`config.mk`:
```
export PLATFORM = sky130hd
export DESIGN_NAME = spi_cfg_regfile
export DESIGN_NICKNAME = d
export VERILOG_FILES = /design/src/rtl/spi_cfg_pkg.sv /design/src/rtl/spi_byte_rx.sv /design/src/rtl/spi_cfg_regfile.sv
export SDC_FILE = /design/constraint.sdc
export NUM_CORES = 1
export LEC_CHECK = 0
export BUFFER_PORTS_ARGS = -buffer_cell sky130_fd_sc_hd__buf_2
export CORE_MARGIN = 10
export CORE_UTILIZATION = 53
export CTS_CLUSTER_DIAMETER = 50
export CTS_CLUSTER_SIZE = 20
export DETAILED_ROUTE_END_ITERATION = 7
export GPL_ROUTABILITY_DRIVEN = 0
export PLACE_DENSITY_LB_ADDON = 0.05
export SLEW_MARGIN = 20
export SYNTH_ARGS = -nofsm -noshare
export SYNTH_HDL_FRONTEND = slang
export SYNTH_SLANG_ARGS = --single-unit
```
`constraint.sdc`:
```
create_clock -name SCLK -period 2.05 [get_ports SCLK]
set_input_delay 0 -clock SCLK [delete_from_list [all_inputs] [get_ports SCLK]]
set_output_delay 0 -clock SCLK [all_outputs]
set_load 0.02 [all_outputs]
```
`src/rtl/spi_cfg_pkg.sv`:
```
// Shared definitions for the SPI configuration register bank: header field
// positions, frame-state encoding, size limits and the pointer-wrap helper.
// Optional feature macro used by the bank: SPI_CFG_READBACK_EN.
package spi_cfg_pkg;

  localparam int unsigned HDR_RW_BIT   = 7;
  localparam int unsigned HDR_ADDR_LSB = 0;
  localparam int unsigned HDR_ADDR_W   = 4;
  localparam int unsigned MAX_REGS     = 16;
  localparam int unsigned BYTE_W       = 8;
  localparam int unsigned BIT_CNT_W    = 3;

  typedef enum logic [1:0] {
    HDR,
    WR,
    RD,
    IGNORE
  } frame_state_e;

  // Address pointer advance with wrap at the last implemented register.
  function automatic logic [HDR_ADDR_W-1:0] ptr_next(input logic [HDR_ADDR_W-1:0] p,
                                                     input int unsigned n);
    return (32'(p) == n - 1) ? '0 : p + HDR_ADDR_W'(1);
  endfunction

endpackage

```
`src/rtl/spi_byte_rx.sv`:
```
// Serial-to-byte receiver: 3-bit bit counter plus rx shifter.
// Ports:
//   SCLK, rst_n (sync, active-low), SSEL (active-low select), MOSI (MSB first)
//   rx_byte_c   : byte being completed on this edge (shifter plus live MOSI)
//   byte_done_c : high on the 8th sampling edge of a byte
// Frame state clears on any edge with SSEL high or rst_n low.
module spi_byte_rx
  import spi_cfg_pkg::*;
(
  input  logic              SCLK,
  input  logic              rst_n,
  input  logic              SSEL,
  input  logic              MOSI,
  output logic [BYTE_W-1:0] rx_byte_c,
  output logic              byte_done_c
);

  logic [BIT_CNT_W-1:0] bit_cnt;
  logic [BYTE_W-2:0]    shift;

  // Bit counter wraps 7 -> 0, so each byte boundary needs no extra clear.
  always_ff @(posedge SCLK) begin
    if (!rst_n || SSEL) begin
      bit_cnt <= '0;
      shift   <= '0;
    end else begin
      bit_cnt <= bit_cnt + BIT_CNT_W'(1);
      shift   <= {shift[BYTE_W-3:0], MOSI};
    end
  end

  // The completing bit is still on MOSI, so the byte is presented combinationally.
  assign rx_byte_c   = {shift, MOSI};
  assign byte_done_c = rst_n && !SSEL && (bit_cnt == BIT_CNT_W'(BYTE_W - 1));

endmodule

```
`src/rtl/spi_cfg_regfile.sv`:
```
// SPI-slave configuration register bank with burst auto-increment writes,
// optional read-back on MISO and a one-cycle write strobe.
// Ports:
//   SCLK    : SPI clock, only clock        rst_n   : sync active-low reset
//   SSEL    : active-low chip select       MOSI    : serial in, MSB first
//   MISO    : serial out, MSB first        cfg_q   : flattened registers
//   wr_stb  : pulse after each write       wr_addr : index just written
// Build option: define SPI_CFG_READBACK_EN to enable the read path; without
// it MISO is tied low and read headers are ignored.
module spi_cfg_regfile
  import spi_cfg_pkg::*;
#(
  parameter int unsigned                    NUM_REGS  = 8,
  parameter int unsigned                    DATA_W    = 8,
  parameter logic [NUM_REGS*DATA_W-1:0]     RESET_VAL = '0
) (
  input  logic                       SCLK,
  input  logic                       rst_n,
  input  logic                       SSEL,
  input  logic                       MOSI,
  output logic                       MISO,
  output logic [NUM_REGS*DATA_W-1:0] cfg_q,
  output logic                       wr_stb,
  output logic [HDR_ADDR_W-1:0]      wr_addr
);

  logic [BYTE_W-1:0]     rx_byte_c;
  logic                  byte_done_c;
  frame_state_e          state;
  logic [HDR_ADDR_W-1:0] ptr;
  logic [HDR_ADDR_W-1:0] hdr_addr_c;
  logic                  hdr_rw_c;
  logic                  hdr_valid_c;

  spi_byte_rx u_rx (
    .SCLK        (SCLK),
    .rst_n       (rst_n),
    .SSEL        (SSEL),
    .MOSI        (MOSI),
    .rx_byte_c   (rx_byte_c),
    .byte_done_c (byte_done_c)
  );

  assign hdr_addr_c  = rx_byte_c[HDR_ADDR_LSB +: HDR_ADDR_W];
  assign hdr_rw_c    = rx_byte_c[HDR_RW_BIT];
  assign hdr_valid_c = 32'(hdr_addr_c) < NUM_REGS;

  // Frame FSM, address pointer, register array and write strobe.
  always_ff @(posedge SCLK) begin
    if (!rst_n) begin
      state   <= HDR;
      ptr     <= '0;
      cfg_q   <= RESET_VAL;
      wr_stb  <= 1'b0;
      wr_addr <= '0;
    end else begin
      wr_stb <= 1'b0;
      if (SSEL) begin
        state <= HDR;
        ptr   <= '0;
      end else if (byte_done_c) begin
        case (state)
          HDR: begin
            ptr <= hdr_addr_c;
            if (!hdr_valid_c) begin
              state <= IGNORE;
            end else if (!hdr_rw_c) begin
              state <= WR;
            end else begin
`ifdef SPI_CFG_READBACK_EN
              // First read word is loaded now, so the pointer already moves past it.
              state <= RD;
              ptr   <= ptr_next(hdr_addr_c, NUM_REGS);
`else
              state <= IGNORE;
`endif
            end
          end
          WR: begin
            for (int i = 0; i < int'(NUM_REGS); i++) begin
              if (ptr == HDR_ADDR_W'(i)) begin
                cfg_q[i*DATA_W +: DATA_W] <= rx_byte_c[DATA_W-1:0];
              end
            end
            wr_stb  <= 1'b1;
            wr_addr <= ptr;
            ptr     <= ptr_next(ptr, NUM_REGS);
          end
          RD: begin
            ptr <= ptr_next(ptr, NUM_REGS);
          end
          default: begin
          end
        endcase
      end
    end
  end

`ifdef SPI_CFG_READBACK_EN
  logic [BYTE_W-1:0]     tx;
  logic [HDR_ADDR_W-1:0] rd_idx_c;
  logic [DATA_W-1:0]     rd_val_c;

  // Register selected for the next tx load: header address or running pointer.
  always_comb begin
    rd_idx_c = (state == HDR) ? hdr_addr_c : ptr;
    rd_val_c = '0;
    for (int i = 0; i < int'(NUM_REGS); i++) begin
      if (rd_idx_c == HDR_ADDR_W'(i)) begin
        rd_val_c = cfg_q[i*DATA_W +: DATA_W];
      end
    end
  end

  // Tx shifter: loads on read byte boundaries, otherwise shifts zeros in.
  always_ff @(posedge SCLK) begin
    if (!rst_n || SSEL) begin
      tx <= '0;
    end else if (byte_done_c) begin
      if ((state == HDR && hdr_valid_c && hdr_rw_c) || state == RD) begin
        tx <= BYTE_W'(rd_val_c);
      end else begin
        tx <= '0;
      end
    end else begin
      tx <= {tx[BYTE_W-2:0], 1'b0};
    end
  end

  assign MISO = tx[BYTE_W-1];
`else
  assign MISO = 1'b0;
`endif

endmodule

```
# ---- Word level (Yosys, flattened, before mapping)
# Index checks and enable logic that the tools add are counted.
dict set report totals {
  regBits 85
  in_bits 4
  wordCells 57
  output_inout_bits 70
}
dict set report op_classes {
  reduce_logical 22
  mux 5
  n_eq_ne 10
  n_lt_le_gt_ge 1
  n_bitwise 3
  add_sub_neg 2
}
# operator count
set ops {}
lappend ops {{AND reduction 4 bit} 8}
lappend ops {{equality test 4 x 3 -> 1 bit, second input constant} 4}
lappend ops {{equality test 4 x 2 -> 1 bit, second input constant} 2}
lappend ops {{case mux 4 bit (2 select lines)} 1}
lappend ops {{adder 4 x 1 -> 4 bit, second input constant} 1}
lappend ops {{equality test 4 x 1 -> 1 bit, second input constant} 1}
lappend ops {{zero test 4 bit} 1}
lappend ops {{less-than comparator 4 bit, second input constant} 1}
lappend ops {{2-to-1 mux 2 bit} 2}
lappend ops {{2-to-1 mux 4 bit} 1}
lappend ops {{AND reduction 2 bit} 2}
lappend ops {{OR reduction 2 bit} 2}
lappend ops {{adder 3 x 1 -> 3 bit, second input constant} 1}
lappend ops {{equality test 3 bit, second input constant} 1}
lappend ops {{inverter 1 bit} 3}
lappend ops {{AND reduction 3 bit} 1}
lappend ops {{OR reduction 3 bit} 1}
lappend ops {{equality test 2 x 1 -> 1 bit, second input constant} 1}
lappend ops {{equality test 2 bit, second input constant} 1}
lappend ops {{logical AND 1 bit} 2}
lappend ops {{zero test 1 bit} 2}
lappend ops {{zero test 2 bit} 1}
lappend ops {{nonzero test 2 bit} 1}
lappend ops {{logical OR 1 bit} 1}
lappend ops {{2-to-1 mux 1 bit} 1}

# ---- Depth between registers and ports, before layout
dict set report depth {
  word_depth 5
  mapped_depth 7
  ltp_nobuf 5
}

# ---- Cells and area by module
# From an unflattened synthesis, not the netlist that was laid out.
dict set report hier_totals {
  hier_cells 315
  area_unflattened_um2 3393.3
}
# module area_per_inst_um2 seq_area_each_um2 cells_each instances
set by_module_without_submodules {}
lappend by_module_without_submodules {spi_cfg_regfile 3042.9 1501.4 289 1}
lappend by_module_without_submodules {spi_byte_rx 350.3 200.2 26 1}

# ---- Least setup slack after synthesis
# OpenSTA, ideal clock, no wires.
dict set report synth_path {
  path_kind {reg2reg}
  startpoint {reg u_rx.bit_cnt[0]}
  endpoint {reg cfg_q[11]}
  path_stages_with_launch 8
  n_path_buf 2
  period_less_slack_ps 1567
  setup_ps 127
  required_time_ps 1923
  arrival_time_ps 1440
  path_slack_ps 483
  path_cell_list {dfxtp_1 > ha_1 > ha_1 > and4b_4 > buf_12 > and3_4 > buf_12 > mux2i_1}
}
dict set report synth_via {
  elab_chain_len 3
}
# item line
set synth_lines {}
lappend synth_lines {{from (decl)} spi_byte_rx.sv:18} ;# logic [BIT_CNT_W-1:0] bit_cnt;
lappend synth_lines {{from (signal assigned)} spi_byte_rx.sv:27} ;# bit_cnt <= bit_cnt + BIT_CNT_W'(1);
lappend synth_lines {{equality test 3 bit} spi_byte_rx.sv:34} ;# assign byte_done_c = rst_n && !SSEL && (bit_cnt == BIT_CNT_W'(BYTE_W - 1));
lappend synth_lines {{logical AND 1 bit} spi_byte_rx.sv:34}
lappend synth_lines {{AND reduction 4 bit (no source line)} --}
lappend synth_lines {{to (signal, indexed assignment)} spi_cfg_regfile.sv:82} ;# cfg_q[i*DATA_W +: DATA_W] <= rx_byte_c[DATA_W-1:0];
lappend synth_lines {{to (decl)} spi_cfg_regfile.sv:22} ;# output logic [NUM_REGS*DATA_W-1:0] cfg_q,
# Every way passes these cells.
# A chain may end at the register's enable or synchronous reset.

# ---- Worst setup path after layout
dict set report layout_path {
  startpoint {reg u_rx.bit_cnt[0]}
  endpoint {reg cfg_q[56]}
}
# Same word-level chain as after synthesis.

==> reports/results.txt <==
Status: finished, final reports clean
Vias per cell: 5.04
Largest net degree at the start of global routing: 39
Row cnt: 28
Relative slew margins: 0.664
Kind of critical path: flop to flop
Critical Path AT: 2.04 ns
Initial antenna violation count: 0
DRC errors left: 0
Top-area cell type share of the netlist area: 0.513
Post-DRT Antenna Nets: 0
Maxcap violations: 0
Post-layout util: 0.642
Chip Height: 99.1 µm
CP Data Required Time: 2.33 ns
Total setup buffers inserted after CTS: 0
Crit-path max FO: 8
Post-synth ARST share: 0
FF+latch count, synth: 85
Dominant cell type by area after synthesis: dfxtp_1
CP cell instances: ha_1, ha_1, and4b_4, and3_1, mux2i_1
M2 GR Usage: 0.241
Final Skew: 0.0127 ns
Share of cells above drive strength 1: 0.264
Total global-route track usage: 0.156
Root Driver: clkbuf_8
Synthesis Warnings: 0
FF-to-FF setup slack: 0.29 ns
Max VDD drop: 0.000419 V
Crit path capture: cfg_q[56]
R2R depth: 5
WL/cell: 16.4 µm
GRT met1 Usage: 0.200
Critical path launch point type: flop
Fin nets: 395
Crit Reg-Reg Endpoint: cfg_q[56]
DP Cell Count: 445
Synthesized Nets: 325
PortBufs: 72
Final Hold Fails: 0
Maximum clock frequency: 568 MHz
Total die area: 0.00982 mm²
Number of synthesized flops with an enable pin: 0
Hold Crit Class: primary input to flop
Clk_lat worst skew: 0.36 ns
Beginning of the critical path: u_rx.bit_cnt[0]
Clock Sinks: 85
Critical Path End Type: flop
First-pass DRT Iterations: 4
Setup TNS: 0 ns
Estimated wirelength of the detail-placed design: 5460 µm
Mean Syn Cell Area: 10.6 µm²
Initial DRC Count: 83
PwrDens: 730 mW/mm²
IO Count: 74
CTS tree: built
Crit path time final: 1.76 ns
Synth Instances: 312
Slowest stage delay, CP: 0.47 ns
Layer with the highest usage: met2
Worst Max-Slew Pin Slew: 0.504 ns
PnR Total Power: 0.00281 W
Initial Util: 0.554
Static Leak: 1.70 nW
Total gr overflow: 0
Grt met3 use: 0.0388
Endpoints failing setup: 0
Top cells by area, synth: dfxtp_1 51%, mux2i_1 21%, nand2_1 8.6%
RSZ-0062 raised after global routing: no
CP most frequent cell: ha_1
CTS buffer count: 9
Count of cell types in the netlist: 34
Finished layout cell area: 0.00384 mm²
Slowest CP cell: and3_1
CTS H-tree lvls: 3
Die Wd: 99.1 µm
Clk buf depth: 2
Total Wirelength: 7580 µm
Reg-to-Reg Start: u_rx.bit_cnt[0]
Vias in the first global route: 2326
Total core area: 0.00599 mm²
Period utilization: 0.859
Clock Pin Slew Worst Setup and Hold Paths: 0.08 ns
# resized after CTS: 0
Area growth syn-to-layout: 15.9%
# hold bufs at CTS: 1
Pins Over Slew Limit: 0
Top FF cell, synth: dfxtp_1
Fin cells: 462
DR vias: 2330
ANT cells: 0
Synthesized cell area: 0.00332 mm²
First-pass GRT wire length: 12400 µm
Register area share after synthesis: 0.513
DP Area: 0.00365 mm²
[power breakdown]
part           total [W]  internal (W)  switching, W
clock network    0.00110      0.000481      0.000616
logic          0.0000559     0.0000146     0.0000413
registers        0.00165       0.00165    0.00000154
total            0.00281       0.00215      0.000659
[worst min path at each step]
stage	startpoint	endpoint	slack [ns]	cells past startpoint
6_report	rst_n	cfg_q[25]	0.06	3
5_1_grt	rst_n	cfg_q[28]	0.07	3
3_3_place_gp	MOSI	u_rx.shift[0]	0.25	2
3_5_place_dp	MOSI	u_rx.shift[0]	0.25	2
2_1_floorplan	MOSI	u_rx.shift[0]	0.12	1
4_1_cts	SSEL	u_rx.shift[0]	0.04	3
[routing by layer]
layer,up-vias,routed length [µm]
met2,49,3550
met1,1099,3550
met4,0,130
li1,1170,-
met5,-,0
met3,12,351
[metrics by stage]
stage,setup WS [ns],hold WS (ns)
detailed placement,0.297,0.252
CTS,0.281,0.0446
global placement,0.340,0.247
floorplan,0.483,0.122
finish,0.289,0.0553
global route,0.172,0.0726
[cells in the mapped netlist (4+ instances only)]
cell      number
dfxtp_1       85
nand2_1       76
mux2i_1       70
ha_1           9
and2_1         8
clkbuf_1       8
nor2b_1        7
inv_1          5
and3_1         4
buf_12         4
buf_4          4
nor2_1         4
[registers in the layout, indices dropped and copies added, names as in the netlist]
signal	count
wr_addr	4
cfg_q	64
u_rx.shift	7
ptr	4
wr_stb	1
state	2
u_rx.bit_cnt	3
[cells in the final DEF (no fill, tap or decap), drive strengths merged, types with 2 or more instances in the layout]
master,n
nor2,4
nand3,3
clkinv,3
and2,8
a21oi,2
mux2i,70
inv,7
ha,9
nor2b,7
buf,78
dfxtp,85
clkinvlp,2
and3,7
o21ai,2
clkbuf,10
nand2,76
[final cells by class]
class | instances | area, µm²
sequential | 85 | 1700
inverter | 6 | 22.5
tap | 75 | 93.8
timing repair buffer | 79 | 415
clock inverter | 6 | 46.3
multi-input combinational | 201 | 1430
fill | 527 | 2150
clock buffer | 10 | 138
[cells by family after synthesis]
logic type,synth area share
fa+ha+maj,0.0340
flops,0.513
mux,0.215
compound gates,0.0200
simple gates,0.160
buf+inv,0.0570
other cells,0.00113
[critical path: cells and delay by family (launching register included)]
family,cells,cell delay (ns)
adders and majority gates,2,0.33
DFF,1,0.34
muxes,1,0.26
and+or+nand+nor,2,0.77
(Power assumes the default switching activity.)
